[config.mk]
export PLATFORM = sky130hd
export DESIGN_NAME = pipeline_hazard_ctrl
export DESIGN_NICKNAME = d
export VERILOG_FILES = /design/src/rtl/pipe_ctrl_pkg.sv /design/src/rtl/sat_counter.sv /design/src/rtl/pipeline_hazard_ctrl.sv
export SDC_FILE = /design/constraint.sdc
export NUM_CORES = 1
export LEC_CHECK = 0
export BUFFER_PORTS_ARGS = -buffer_cell sky130_fd_sc_hd__buf_4
export CAP_MARGIN = 30
export CORE_MARGIN = 2
export CORE_UTILIZATION = 30
export DETAILED_ROUTE_END_ITERATION = 16
export PLACE_DENSITY = 0.62
export SETUP_SLACK_MARGIN = 0.15
export SLEW_MARGIN = 30
export SYNTH_ARGS = -nofsm -noshare
export SYNTH_HDL_FRONTEND = slang
export SYNTH_SLANG_ARGS = --single-unit
[constraint.sdc]
create_clock -name clk -period 4.94 [get_ports clk]
set_clock_uncertainty 0.05 [all_clocks]
set_input_delay 1.482 -clock clk [delete_from_list [all_inputs] [get_ports clk]]
set_output_delay 1.482 -clock clk [all_outputs]
set_load 0.01 [all_outputs]
[src/rtl/pipe_ctrl_pkg.sv]
// pipe_ctrl_pkg: shared FSM encoding, default widths and register-zero constant for the hazard controller
package pipe_ctrl_pkg;
  typedef enum logic {RUN = 1'b0, MEM_WAIT = 1'b1} state_t;
  localparam int REG_W_DEF = 5;
  localparam int CNT_W_DEF = 16;
  localparam int REG_ZERO = 0;
endpackage

[src/rtl/sat_counter.sv]
// sat_counter: saturating up-counter; ports clk, rst_n (async low), inc, clr (sync, wins over inc), q
module sat_counter #(
  parameter int W = 16
) (
  input  logic         clk,
  input  logic         rst_n,
  input  logic         inc,
  input  logic         clr,
  output logic [W-1:0] q
);
  always_ff @(posedge clk or negedge rst_n)
    if (!rst_n) q <= '0;
    else if (clr) q <= '0;
    else if (inc && !(&q)) q <= q + 1'b1;
endmodule

[src/rtl/pipeline_hazard_ctrl.sv]
// pipeline_hazard_ctrl: 5-stage pipeline stall/flush/dmem-wait sequencer; hazard inputs in, stage enables/flushes/pc_src/dmem_req and saturating stall/flush counters out
module pipeline_hazard_ctrl
  import pipe_ctrl_pkg::*;
#(
  parameter int REG_W = REG_W_DEF,
  parameter int CNT_W = CNT_W_DEF
) (
  input  logic             clk,
  input  logic             rst_n,
  input  logic [REG_W-1:0] id_rs,
  input  logic [REG_W-1:0] id_rt,
  input  logic             ex_memread,
  input  logic [REG_W-1:0] ex_rt,
  input  logic             mem_branch,
  input  logic             mem_zero,
  input  logic             mem_access,
  input  logic             dmem_ready,
  input  logic             clr_counters,
  output logic             dmem_req,
  output logic             pc_en,
  output logic             ifid_en,
  output logic             idex_en,
  output logic             exmem_en,
  output logic             memwb_en,
  output logic             ifid_flush,
  output logic             idex_flush,
  output logic             exmem_flush,
  output logic             pc_src,
  output logic [CNT_W-1:0] stall_count,
  output logic [CNT_W-1:0] flush_count
);
  state_t state, state_nx;
  logic hold, go, taken, loaduse, lu_stall;
  always_ff @(posedge clk or negedge rst_n)
    if (!rst_n) state <= RUN;
    else state <= state_nx;
  always_comb begin
    taken = mem_branch & mem_zero;
    loaduse = ex_memread & (ex_rt != REG_W'(REG_ZERO)) & ((ex_rt == id_rs) | (ex_rt == id_rt));
    hold = (state == MEM_WAIT) ? ~dmem_ready : mem_access & ~dmem_ready;
    state_nx = hold ? MEM_WAIT : RUN;
    go = rst_n & ~hold;
    dmem_req = rst_n & ((state == MEM_WAIT) | mem_access);
    pc_src = go & taken;
    lu_stall = go & ~taken & loaduse;
    pc_en = go & ~lu_stall;
    ifid_en = go & ~lu_stall;
    idex_en = go;
    exmem_en = go;
    memwb_en = go;
    ifid_flush = pc_src;
    idex_flush = pc_src | lu_stall;
    exmem_flush = pc_src;
  end
  sat_counter #(.W(CNT_W)) u_stall (
    .clk(clk), .rst_n(rst_n), .inc(rst_n & ~pc_en), .clr(clr_counters), .q(stall_count)
  );
  sat_counter #(.W(CNT_W)) u_flush (
    .clk(clk), .rst_n(rst_n), .inc(pc_src), .clr(clr_counters), .q(flush_count)
  );
endmodule

# ---- Word-level counts from Yosys, hierarchy flattened
# Cells that the tools add are included.
dict set report op_classes {
  n_reduce_logical 9
  eq_ne 2
  shift 0
  n_lt_le_gt_ge 0
  div 0
  mul 0
  bitwise_logic 19
  muxes 6
  addsub 2
}
# operator n
set op_table {}
lappend op_table {{16-bit two-way mux} 4}
lappend op_table {{16-bit by 1-bit adder with 16-bit output (second input constant)} 2}
lappend op_table {{16-bit AND reduction} 2}
lappend op_table {{1-bit bitwise AND} 11}
lappend op_table {{5-bit == test} 2}
lappend op_table {{1-bit NOT} 5}
lappend op_table {{5-bit nonzero test} 1}
lappend op_table {{2-bit nonzero test} 2}
lappend op_table {{1-bit OR} 3}
lappend op_table {{1-bit logical AND} 2}
lappend op_table {{1-bit logical NOT} 2}
lappend op_table {{1-bit two-way mux} 2}
dict set report word_totals {
  elab_cells 41
  output_inout_bits 42
  input_bits 23
  ram_bits 0
  reg_bits 33
  n_memories 0
  mem_bits_ro 0
  latch_bits 0
}

# ---- Longest topological paths before layout
dict set report depth {
  ltp_word 14
  ltp_mapped 7
  mapped_depth_nobuf 7
}

# ---- Hierarchy
# A second synthesis with hierarchy kept.
dict set report hier_totals {
  hier_cells 227
  hier_area_um2 2103.3
}
# mod cells_per_inst seq_area_each_um2 instances area_per_inst_um2
set modules_own_cells {}
lappend modules_own_cells {sat_counter 95 400.4 2 919.6}
lappend modules_own_cells {pipeline_hazard_ctrl 37 25.0 1 264.0}

# ---- Least setup slack after synthesis
# No wires, ideal clock.
dict set report synth_timing {
  path_type {in2out}
  from {input port ex_rt[1]}
  to {output port pc_en}
  path_buffers 1
  arrival_time_ps 2685
  slack_ps 723
  stages 4
  path_cell_list {or4_1 > o211a_1 > a21oi_1 > buf_4}
}
dict set report synth_between {
  elab_chain_len 6
}
# item line
set synth_lines {}
lappend synth_lines {{from (decl)} pipeline_hazard_ctrl.sv:13} ;# input logic [REG_W-1:0] ex_rt,
lappend synth_lines {{5-bit == test / 5-bit nonzero test (equally long branches)} pipeline_hazard_ctrl.sv:39} ;# loaduse = ex_memread & (ex_rt != REG_W'(REG_ZERO)) & ((ex_rt == id_rs) | (ex_rt == id_rt));
lappend synth_lines {{1-bit OR / 1-bit bitwise AND (equally long branches)} pipeline_hazard_ctrl.sv:39}
lappend synth_lines {{1-bit bitwise AND (*)} pipeline_hazard_ctrl.sv:39}
lappend synth_lines {{1-bit bitwise AND (*)} pipeline_hazard_ctrl.sv:45} ;# lu_stall = go & ~taken & loaduse;
lappend synth_lines {{1-bit NOT (*)} n/a}
lappend synth_lines {{1-bit bitwise AND (*)} n/a}
lappend synth_lines {{to (decl)} pipeline_hazard_ctrl.sv:20} ;# output logic pc_en,
# Every way passes the cells marked *; elsewhere a longest branch is shown, timed or not.

# ---- Worst setup path after layout
dict set report layout_timing {
  from {input port ex_rt[1]}
  to {output port ifid_en}
}
dict set report layout_between {
  elab_chain_len 6
}
# item line
set layout_lines {}
lappend layout_lines {{5-bit == test / 5-bit nonzero test (equally long branches)} pipeline_hazard_ctrl.sv:39}
lappend layout_lines {{1-bit OR / 1-bit bitwise AND (equally long branches)} pipeline_hazard_ctrl.sv:39}
lappend layout_lines {{1-bit bitwise AND (*)} pipeline_hazard_ctrl.sv:39}
lappend layout_lines {{1-bit bitwise AND (*)} pipeline_hazard_ctrl.sv:45}
lappend layout_lines {{1-bit NOT (*)} pipeline_hazard_ctrl.sv:47} ;# ifid_en = go & ~lu_stall;
lappend layout_lines {{1-bit bitwise AND (*)} pipeline_hazard_ctrl.sv:47}
lappend layout_lines {{to (decl)} pipeline_hazard_ctrl.sv:21} ;# output logic ifid_en,
# Marks and branches as above.

==> impl_metrics.json <==
{
  "dr_total_vias": 1730,
  "synth_top_area_share": 0.425,
  "max-vdd-ir-drop_mv": 0.0999,
  "cts.path.max_buffers": 2,
  "slew-limit-headroom": 0.567,
  "holdBufCountCts": 0,
  "slowest_delay_ns": 0.53,
  "cp.required_ns": 3.41,
  "status": "finished clean",
  "path_common_cell": "buf_4",
  "synthToLayoutAreaGrowth_pct": 31.3,
  "critPathBufInv": 2,
  "synthFlopType": "dfrtp_1",
  "avgViaCountPerCell": 4.86,
  "cp_slowest_cell": "or4_1",
  "dr.pass1.iters": 4,
  "cap_violations": 0,
  "drc": 0,
  "grt_pass1_wl_um": 7930,
  "ys_async_sr_fraction": 1.00,
  "avgSynthCellArea_um2": 9.00,
  "cts_root_buf": "clkbuf_8",
  "clk_pin_slew_ns": 0.07,
  "synth_area_leader_cell": "dfrtp_1",
  "cts-htree-levels": 2,
  "path_cells": "buf_4, or4_1, o211a_1, a21oi_1, buf_4",
  "fin_area_um2": 2550,
  "cp_max_fo": 3,
  "ant_nets": 0,
  "clkLatencyLatePin_ns": 0.28,
  "synth_edf_count": 0,
  "row_count": 29,
  "start_util": 0.308,
  "cts_made_buffers": 5,
  "power_switching_mw": 0.130,
  "antenna_found_initial": 0,
  "p_seq_frac": 0.514,
  "wl_um": 4660,
  "synth_common_cells": "33 x dfrtp_1, 27 x nor2_1, 22 x xnor2_1, 20 x nand2_1, 16 x nand3_1",
  "cts_num_sinks": 33,
  "dp_hpwl_um": 3470,
  "tns_ns": 0,
  "worstMarginPinSlew_ns": 0.645,
  "ios": 65,
  "die_area_um2": 7140,
  "drt_iter0_drc": 59,
  "core_um2": 6310,
  "swShare": 0.244,
  "dieHeight_um": 84.5,
  "gr-total-overflow": 0,
  "rsz0062_at_grt": "false",
  "yosysUniqueCellTypes": 39,
  "finalSetupViolations": 0,
  "n_antenna_cell": 0,
  "nets": 303,
  "grt_pass1_vias": 1707,
  "tritoncts": "yes",
  "die_w_um": 84.5,
  "synth_area_um2": 1940,
  "track_usage": 0.137,
  "ys_seq_area_frac": 0.425,
  "synth_seq_cells": 33,
  "timing.final.crit_share": 0.869,
  "cp_data_arrival_time_ns": 2.76,
  "whs_ns": 0.527,
  "p_per_area_nw_per_um2": 209,
  "drive_gt1_frac": 0.290,
  "clkPwrFrac": 0.360,
  "critical_path.top_delay_family": "simple AND/OR/NAND/NOR gates",
  "wl_per_cell_um": 13.1,
  "cp-start-kind": "primary input",
  "report.final.slew_viol_count": 0,
  "comb_power_share": 0.126,
  "grt_max_degree": 35,
  "fin_crit_ns": 4.29,
  "leakage_nw": 1.13,
  "critPathCaptureType": "primary output",
  "dpl_cell_area_um2": 2470,
  "min_path_type": "reg -> reg",
  "cts.repair.resized": 0,
  "synthCells": 216,
  "syn_nets": 241,
  "power.internal_mw": 0.404,
  "post_cts_buffers": 0,
  "hold_viol_final": 0,
  "fmax_mhz": 233,
  "crit_type": "in -> out",
  "port_buffers": 64,
  "synth.most_common_cell": "dfrtp_1",
  "synthesis.yosys.warnings": 0,
  "yosys-top-cells-area": "dfrtp_1 42%, xnor2_1 9.9%, nor2_1 5.2%, nand3_1 4.1%, nand2_1 3.9%",
  "place_congestion": 0.774
}
==> path summary, 6_finish.rpt <==
kind                                     from       endpoint  slack (ns)  cells after the start
worst min-delay path            u_stall.q[15]  u_stall.q[15]        0.53                      3
worst min register to register  u_stall.q[15]  u_stall.q[15]        0.53                      3
max in group asynchronous               rst_n   u_flush.q[7]        3.29                      2
worst max-delay path                 ex_rt[1]        ifid_en        0.65                      5
worst max register to register   u_stall.q[0]  u_stall.q[12]        2.51                      7
min in group asynchronous               rst_n   u_flush.q[6]        0.97                      1
==> per-layer routing <==
metal / GRT usage / wire length (µm)
met5: 0 / 0
met4: 0.0462 / 45
met3: 0.0403 / 336
met2: 0.213 / 2070
met1: 0.182 / 2220
==> layout by cell type (no fill, tap or decap), drive strengths merged <==
master / synthesis / final
xor2: 7 / 7
a31oi: 1 / 1
nand2b: 1 / 1
and4: 3 / 3
mux2: 2 / 2
a311oi: 1 / 1
buf: 6 / 65
nor2: 27 / 27
o21ai: 5 / 5
a21o: 6 / 6
o211a: 1 / 1
o21a: 1 / 1
or4: 1 / 1
or3: 5 / 5
a21oi: 12 / 12
xnor2: 22 / 22
a31o: 1 / 1
ha: 2 / 2
nor2b: 2 / 2
nand4: 6 / 6
o22ai: 1 / 1
o221ai: 1 / 1
and3: 4 / 4
and2: 2 / 2
nor4: 2 / 2
o21bai: 1 / 1
dfrtp: 33 / 33
nor3: 6 / 6
nand2: 20 / 20
o221a: 1 / 1
nor3b: 1 / 1
nand3: 16 / 16
clkbuf: 4 / 8
or4b: 1 / 1
inv: 11 / 11
==> metrics by stage <==
stage / utilization / setup WS [ns] / cells / power (mW)
global placement: 0.392 / 0.677 / 348 / 0.347
finish: 0.404 / 0.648 / 356 / 0.534
detailed placement: 0.392 / 0.644 / 348 / 0.348
floorplan: - / 0.723 / 216 / 0.313
global route: 0.404 / 0.579 / 356 / 0.564
CTS: 0.404 / 0.641 / 356 / 0.546
==> area by class of cell <==
class	count	area, µm²
repair buffers	65	488
clock buffers	8	80.1
well taps	77	96.3
multi-input cells	162	1020
inverters	11	41.3
fillers	665	3760
flip-flops and latches	33	826
==> power groups by stage <==
stage,Clock (mW),Combinational [mW],Sequential [mW]
6_report,0.192,0.0674,0.274
5_1_grt,0.215,0.0753,0.274
4_1_cts,0.203,0.0691,0.274
3_5_place_dp,0,0.0689,0.279
3_3_place_gp,0,0.0678,0.279
2_1_floorplan,0,0.0338,0.279
==> kinds of logic (layout without fill, tap and decap cells) <==
kind of cell	after synthesis	after routing	share of synthesized area
fa+ha+maj	2	2	0.0129
compound gates	32	32	0.118
xor+xnor	29	29	0.131
buf+inv	21	84	0.0502
flops	33	33	0.425
mux	2	2	0.0116
simple gates	97	97	0.252
==> registers in the layout, indices dropped and copies added, names as in the netlist <==
register   count
state          1
u_flush.q     16
u_stall.q     16
==> tightest hold or removal path: stages, from the launching register on <==
cell and delay (ns):
dfrtp_1 0.36, inv_1 0.06, nand3_1 0.06, a21oi_1 0.06
(Power assumes the default switching activity.)
